`config.mk`:
```
export PLATFORM = sky130hd
export DESIGN_NAME = rob_ring
export DESIGN_NICKNAME = d
export VERILOG_FILES = /design/src/rtl/rob_ring.sv
export SDC_FILE = /design/constraint.sdc
export NUM_CORES = 2
export LEC_CHECK = 0
export CAP_MARGIN = 25
export CORE_MARGIN = 1
export CORE_UTILIZATION = 35
export CTS_CLUSTER_DIAMETER = 150
export DETAILED_ROUTE_END_ITERATION = 6
export SYNTH_ARGS = -nofsm -noshare
export SYNTH_HDL_FRONTEND = slang
export SYNTH_SLANG_ARGS = --single-unit
```
`constraint.sdc`:
```
create_clock -name clk_in -period 12.6 [get_ports clk_in]
set_clock_uncertainty 0.1 [all_clocks]
set_input_delay 1.26 -clock clk_in [delete_from_list [all_inputs] [get_ports clk_in]]
set_output_delay 1.26 -clock clk_in [all_outputs]
set_load 0.005 [all_outputs]
```
`src/rtl/rob_ring.sv`:
```
// rob_ring: circular reorder buffer. Allocates in order, captures write-backs out of order,
// retires in order, and flushes on a mispredict at commit. ROB_CDB2_EN adds a second write-back port.
module rob_ring #(
    parameter int ROB_DEPTH = 16,
    parameter int IDX_W     = 4,
    parameter int XLEN      = 32
) (
    input  logic             clk_in,
    input  logic             rst_in,
    input  logic             rdy_in,

    input  logic             issue_valid,
    output logic             issue_ready,
    input  logic [1:0]       issue_type,
    input  logic [4:0]       issue_rd,
    input  logic [XLEN-1:0]  issue_pc,
    input  logic             issue_pred_tk,
    output logic [IDX_W-1:0] issue_tag,

    input  logic             cdb_valid,
    input  logic [IDX_W-1:0] cdb_tag,
    input  logic [XLEN-1:0]  cdb_value,
    input  logic             cdb_taken,
    input  logic [XLEN-1:0]  cdb_target,
`ifdef ROB_CDB2_EN
    input  logic             cdb2_valid,
    input  logic [IDX_W-1:0] cdb2_tag,
    input  logic [XLEN-1:0]  cdb2_value,
    input  logic             cdb2_taken,
    input  logic [XLEN-1:0]  cdb2_target,
`endif

    input  logic [IDX_W-1:0] qry1_tag,
    input  logic [IDX_W-1:0] qry2_tag,
    output logic             qry1_rdy,
    output logic             qry2_rdy,
    output logic [XLEN-1:0]  qry1_val,
    output logic [XLEN-1:0]  qry2_val,

    output logic             commit_valid,
    input  logic             commit_ready,
    output logic [IDX_W-1:0] commit_tag,
    output logic [1:0]       commit_type,
    output logic [4:0]       commit_rd,
    output logic [XLEN-1:0]  commit_value,

    output logic             flush_out,
    output logic [XLEN-1:0]  flush_pc,
    output logic             rob_empty
);

    typedef enum logic [1:0] {
        OP_STORE  = 2'd0,
        OP_REG    = 2'd1,
        OP_BRANCH = 2'd2,
        OP_JUMP   = 2'd3
    } op_t;

    localparam logic [IDX_W:0] FULL_CNT = (IDX_W+1)'(ROB_DEPTH);

    // Control state: entry validity plus ring pointers.
    logic [ROB_DEPTH-1:0] busy_q;
    logic [ROB_DEPTH-1:0] done_q;
    logic [IDX_W-1:0]     head_q;
    logic [IDX_W-1:0]     tail_q;
    logic [IDX_W:0]       count_q;

    // Payload state, only meaningful where busy_q/done_q say so.
    op_t                  type_q [ROB_DEPTH];
    logic [4:0]           rd_q   [ROB_DEPTH];
    logic [XLEN-1:0]      pc_q   [ROB_DEPTH];
    logic [XLEN-1:0]      val_q  [ROB_DEPTH];
    logic [XLEN-1:0]      tgt_q  [ROB_DEPTH];
    logic [ROB_DEPTH-1:0] pred_q;
    logic [ROB_DEPTH-1:0] taken_q;

    logic            full;
    logic            retire;
    logic            mispredict;
    logic            flush;
    logic            do_issue;
    logic            cdb_hit;
    logic [XLEN-1:0] head_seq_pc;

    assign full        = (count_q == FULL_CNT);
    assign issue_ready = rdy_in && !full;
    assign issue_tag   = tail_q;
    assign rob_empty   = (count_q == '0);

    assign commit_valid = rdy_in && busy_q[head_q] && done_q[head_q];
    assign retire       = commit_valid && commit_ready;
    assign head_seq_pc  = pc_q[head_q] + XLEN'(4);

    // NOTE: every always_comb output gets a default first so no path leaves it unassigned (no latch).
    always_comb begin
        mispredict = 1'b0;
        case (type_q[head_q])
            OP_BRANCH: mispredict = (taken_q[head_q] != pred_q[head_q]);
            OP_JUMP:   mispredict = pred_q[head_q] ? !taken_q[head_q]
                                                   : (tgt_q[head_q] != head_seq_pc);
            default:   mispredict = 1'b0;
        endcase
    end

    assign flush     = retire && mispredict;
    assign flush_out = flush;
    assign flush_pc  = !flush          ? '0 :
                       taken_q[head_q] ? tgt_q[head_q] : head_seq_pc;

    // A flushing retire discards everything else that happens in the same cycle.
    assign do_issue = issue_valid && issue_ready && !flush;
    assign cdb_hit  = rdy_in && !flush && cdb_valid && busy_q[cdb_tag];

`ifdef ROB_CDB2_EN
    logic cdb2_hit;
    assign cdb2_hit = rdy_in && !flush && cdb2_valid && busy_q[cdb2_tag];
`endif

    assign commit_tag   = commit_valid ? head_q         : '0;
    assign commit_type  = commit_valid ? type_q[head_q] : 2'd0;
    assign commit_rd    = commit_valid ? rd_q[head_q]   : '0;
    assign commit_value = commit_valid ? val_q[head_q]  : '0;

    // NOTE: sequential state uses non-blocking assignments so every flop samples pre-edge values.
    always_ff @(posedge clk_in or posedge rst_in) begin
        if (rst_in) begin
            head_q  <= '0;
            tail_q  <= '0;
            count_q <= '0;
            busy_q  <= '0;
            done_q  <= '0;
        end else if (rdy_in) begin
            if (flush) begin
                head_q  <= '0;
                tail_q  <= '0;
                count_q <= '0;
                busy_q  <= '0;
                done_q  <= '0;
            end else begin
`ifdef ROB_CDB2_EN
                if (cdb2_hit) done_q[cdb2_tag] <= 1'b1;
`endif
                if (cdb_hit) done_q[cdb_tag] <= 1'b1;
                if (do_issue) begin
                    busy_q[tail_q] <= 1'b1;
                    done_q[tail_q] <= 1'b0;
                    tail_q         <= tail_q + 1'b1;
                end
                if (retire) begin
                    busy_q[head_q] <= 1'b0;
                    done_q[head_q] <= 1'b0;
                    head_q         <= head_q + 1'b1;
                end
                case ({do_issue, retire})
                    2'b10:   count_q <= count_q + 1'b1;
                    2'b01:   count_q <= count_q - 1'b1;
                    default: count_q <= count_q;
                endcase
            end
        end
    end

    // NOTE: payload arrays are not reset; busy_q/done_q gate every use, which keeps them plain RAM.
    always_ff @(posedge clk_in) begin
        if (do_issue) begin
            type_q[tail_q] <= op_t'(issue_type);
            rd_q[tail_q]   <= issue_rd;
            pc_q[tail_q]   <= issue_pc;
            pred_q[tail_q] <= issue_pred_tk;
        end
`ifdef ROB_CDB2_EN
        if (cdb2_hit) begin
            val_q[cdb2_tag]   <= cdb2_value;
            taken_q[cdb2_tag] <= cdb2_taken;
            tgt_q[cdb2_tag]   <= cdb2_target;
        end
`endif
        // Port 1 is written last so it wins a same-tag collision.
        if (cdb_hit) begin
            val_q[cdb_tag]   <= cdb_value;
            taken_q[cdb_tag] <= cdb_taken;
            tgt_q[cdb_tag]   <= cdb_target;
        end
    end

    // Operand lookup: live write-back bypass first, then stored result.
    always_comb begin
        qry1_rdy = busy_q[qry1_tag] && done_q[qry1_tag];
        qry1_val = qry1_rdy ? val_q[qry1_tag] : '0;
        qry2_rdy = busy_q[qry2_tag] && done_q[qry2_tag];
        qry2_val = qry2_rdy ? val_q[qry2_tag] : '0;
`ifdef ROB_CDB2_EN
        if (cdb2_valid && cdb2_tag == qry1_tag) begin
            qry1_rdy = 1'b1;
            qry1_val = cdb2_value;
        end
        if (cdb2_valid && cdb2_tag == qry2_tag) begin
            qry2_rdy = 1'b1;
            qry2_val = cdb2_value;
        end
`endif
        if (cdb_valid && cdb_tag == qry1_tag) begin
            qry1_rdy = 1'b1;
            qry1_val = cdb_value;
        end
        if (cdb_valid && cdb_tag == qry2_tag) begin
            qry2_rdy = 1'b1;
            qry2_val = cdb_value;
        end
    end

endmodule

```
==> metrics.md <==
| Metric | Value |
|---|---|
| H-Tree Depth | 4 |
| First-pass GRT wire length | 318000 µm |
| Most used cell, CP | buf_4 |
| Worst hold start | busy_q[0] |
| Switching Fraction | 30.5% |
| #FFs+latches synth | 1725 |
| Post-synthesis compound-gate area fraction | 2.50% |
| Largest family of logic cells by synthesized area | multiplexers |
| Final period util | 75.7% |
| Port Buf Inserts | 271 |
| Area grow syn2layout | 15.1% |
| Most used DFF post-synth | edfxtp_1 |
| Slowest CP cell | nor4_4 |
| Post-Synth Simple-Gate Area | 3.73% |
| Top-area cell type share of the netlist area | 65.2% |
| R2r endpoint | val_q[9][9] |
| GPL Wtd Cong | 0.881 |
| Crit path required time | 11.24 ns |
| Clk_lat worst skew | 0.83 ns |
| Critical path buffer and inverter count | 5 |
| Post-DP HPWL | 126000 µm |
| Seq/Total Area, Yosys | 66.6% |
| CTS tree | built |
| Fin nets | 4185 |
| Status | finished, final reports clean |
| Number of global-route vias before repair | 41600 |
| Vias/cell | 5.82 |
| VDD IR max | 0.222 mV |
| Top cells by area, synth | edfxtp_1, mux4_2, dfrtp_1 |
| Initial antenna violation count | 34 |
| Crit path max-delay family | buffers and inverters |
| Post-Synth XOR/XNOR Area | 0.840% |
| Hold Path Depth | 1 |
| Top cells by count, synth | edfxtp_1, mux4_2, nand2_1 |
| Power Dens Cells | 173 mW/mm² |
| Share of cells above drive strength 1 | 29.6% |
| CORE AREA | 0.220 mm² |
| Crit Path Category | flip-flop to output port |
| Comb power frac | 24.8% |
| Achievable Freq | 0.105 GHz |
| P_leak | 27.7 nW |
| Dominant cell type by area after synthesis | edfxtp_1 |
| Post-cts resize count | 0 |
| Asr flop ratio synth | 2.61% |
| Post-Synth Adder-Cell Area | 0.178% |
| Relative max-transition margin | 30.3% |
| Clock Sinks | 1725 |
| P_sw | 4.72 mW |
| Inst Count DP | 6834 |
| Placed Instance Area | 0.0836 mm² |
| Multiplexer share of the synthesized area | 24.3% |
| TritonRoute pass-1 iters | 6 |
| Via count | 41600 |
| Root buf cell | clkbuf_16 |
| Post-Syn Instances | 3769 |
| P_int | 10.7 mW |
| Max Slew Vio Count | 0 |
| Syn Area/Cell | 20.5 µm² |
| # DRC | 0 |
| FP Rows | 172 |
| Die width | 472 µm |
| Grt total ovfl | 0 |
| Count of different cell masters after synthesis | 89 |
| CP max stage delay | 0.88 ns |
| Minimum clock period | 9.54 ns |
| Setup bufs post-CTS | 0 |
| Worst slew pin tran | 1.04 ns |
| Num ports | 272 |
| Fin Setup TNS | 0 ns |
| Critical path capture point type | output port |
| Non-Filler Instances | 7145 |
| Total CTS buffers | 170 |
| Total track usage | 20.1% |
| Critical path cell sequence | buf_4 > nor2b_4 > buf_4 > a22oi_1 > nand2_1 > ha_1 > nand3_2 > nor4_4 > xnor2_1 > a2111oi_2 > nand4_1 > or3_1 > or2_1 > o21ai_4 > buf_4 > inv_2 > clkdlybuf4s50_1 |
| CP startpoint kind | flip-flop |
| Mapped Nets | 3903 |
| Reg-to-Reg Start | head_q[2] |
| Largest net degree at the start of global routing | 121 |
| Clk buf depth | 3 |
| WL/cell | 31.6 µm |
| Worst-path fanout max | 71 |
| Number of flops mapped to enable cells by yosys | 1680 |
| Design Area, Final | 0.0891 mm² |
| Count leader, synth | edfxtp_1 |
| Height of the die | 472 µm |
| Clk pwr share | 32.3% |
| Starting density of the core | 35.2% |
| Max Cap Violations | 0 |
| Synthesized cell area | 0.0774 mm² |
| Reg clk slew, reported paths | 0.06 ns |
| Sequential power share | 42.9% |
| Warnings, synthesis | 0 |
| Hold Violations, Final | 0 |
| Initial DRC Count | 5253 |
| Hold Crit Class | flip-flop to flip-flop |
| Reg2Reg Setup Slack | 3.63 ns |
| CTS Hold Bufs | 0 |
| RSZ-0062 raised after global routing | false |
| Worst Hold End | busy_q[0] |
| Post-DRT Antenna Nets | 0 |
| Worst reg2reg path depth | 19 |
| Overall die area | 0.223 mm² |
| Critical path arrival | 8.18 ns |
| Routed WL | 226000 µm |
| Setup violators final | 0 |
-- how the worst max path moves through the flow --
stage,startpoint,end,depth (start not counted)
after CTS,head_q[2],flush_out,17
final,head_q[2],flush_out,17
after detailed placement,head_q[2],val_q[9][5],19
after global routing,head_q[2],flush_out,17
after global placement,head_q[2],val_q[9][5],19
after floorplan,head_q[0],taken_q[4],19
-- layout make-up --
class                   count  area, µm²
well taps                2958       3700
flip-flops and latches   1725      51600
inverters                  23       93.8
multi-input cells        1757      24700
diodes                      6       15.0
clock buffers             211       4440
fillers                 19300     131000
clock inverters            91        952
repair buffers            374       3590
-- per-stage QoR --
stage               hold WS (ns)  setup slack, ns  total power [mW]  utilization [%]
global placement           0.409             3.85              10.6             38.1
CTS                        0.436             3.03              15.5             40.5
global route               0.454             2.73              16.0             40.5
floorplan                  0.383             1.68              9.06                -
finish                     0.425             3.06              15.5             40.5
detailed placement         0.423             3.71              10.6             38.1
-- placed cells by master, fill, tap and decap left out, types with 11 or more instances in the layout --
master | synthesis | final
clkbuf_16 | 0 | 171
xnor2_1 | 31 | 31
nand2b_1 | 72 | 72
nand3_1 | 33 | 33
nor3_2 | 3 | 17
edfxtp_1 | 1680 | 1680
dfrtp_1 | 45 | 42
nor3_1 | 42 | 27
clkinv_2 | 0 | 21
a211oi_1 | 33 | 33
clkinv_1 | 1 | 37
a41oi_1 | 16 | 16
a22oi_1 | 59 | 59
nor2_4 | 0 | 13
xor2_1 | 38 | 38
inv_1 | 19 | 17
nor2b_1 | 43 | 41
mux2i_1 | 12 | 12
o21ai_0 | 77 | 77
nor2_1 | 94 | 81
buf_4 | 21 | 96
mux4_2 | 828 | 828
clkbuf_1 | 125 | 39
nand4_1 | 24 | 24
o21ba_1 | 13 | 13
clkdlybuf4s50_1 | 0 | 263
bufinv_16 | 0 | 12
ha_1 | 11 | 11
nand2_1 | 170 | 170
-- layer usage --
layer,vias to the layer above,track usage [%],routed length (µm)
met2,2066,32.2,109000
met5,-,0,115
met4,18,4.68,4510
li1,16700,-,-
met3,321,4.76,20600
met1,22400,27.6,91300
-- state kept, by name (all words and copies together) (netlist names) --
name       cells
val_q        512
taken_q       16
count_q        5
busy_q        16
tgt_q        512
type_q        32
pred_q        16
rd_q          80
head_q         4
pc_q         512
issue_tag      4
done_q        16
-- cells by family (layout without fill, tap and decap cells) --
family / after synthesis / in the layout
compound gates: 270 / 270
xor+xnor: 71 / 71
fa+ha+maj: 11 / 11
buf+inv: 287 / 699
flops: 1725 / 1725
mux: 844 / 844
other cells: 0 / 6
simple gates: 561 / 561
-- power by group through the flow --
stage	sequential, mW	clock [mW]	combinational, mW
3_5_place_dp	6.74	0	3.81
5_1_grt	6.64	5.30	4.03
2_1_floorplan	6.67	0	2.39
3_3_place_gp	6.73	0	3.83
6_report	6.62	4.99	3.84
4_1_cts	6.62	5.08	3.82
Note: power is estimated with default switching activity, not from simulation.
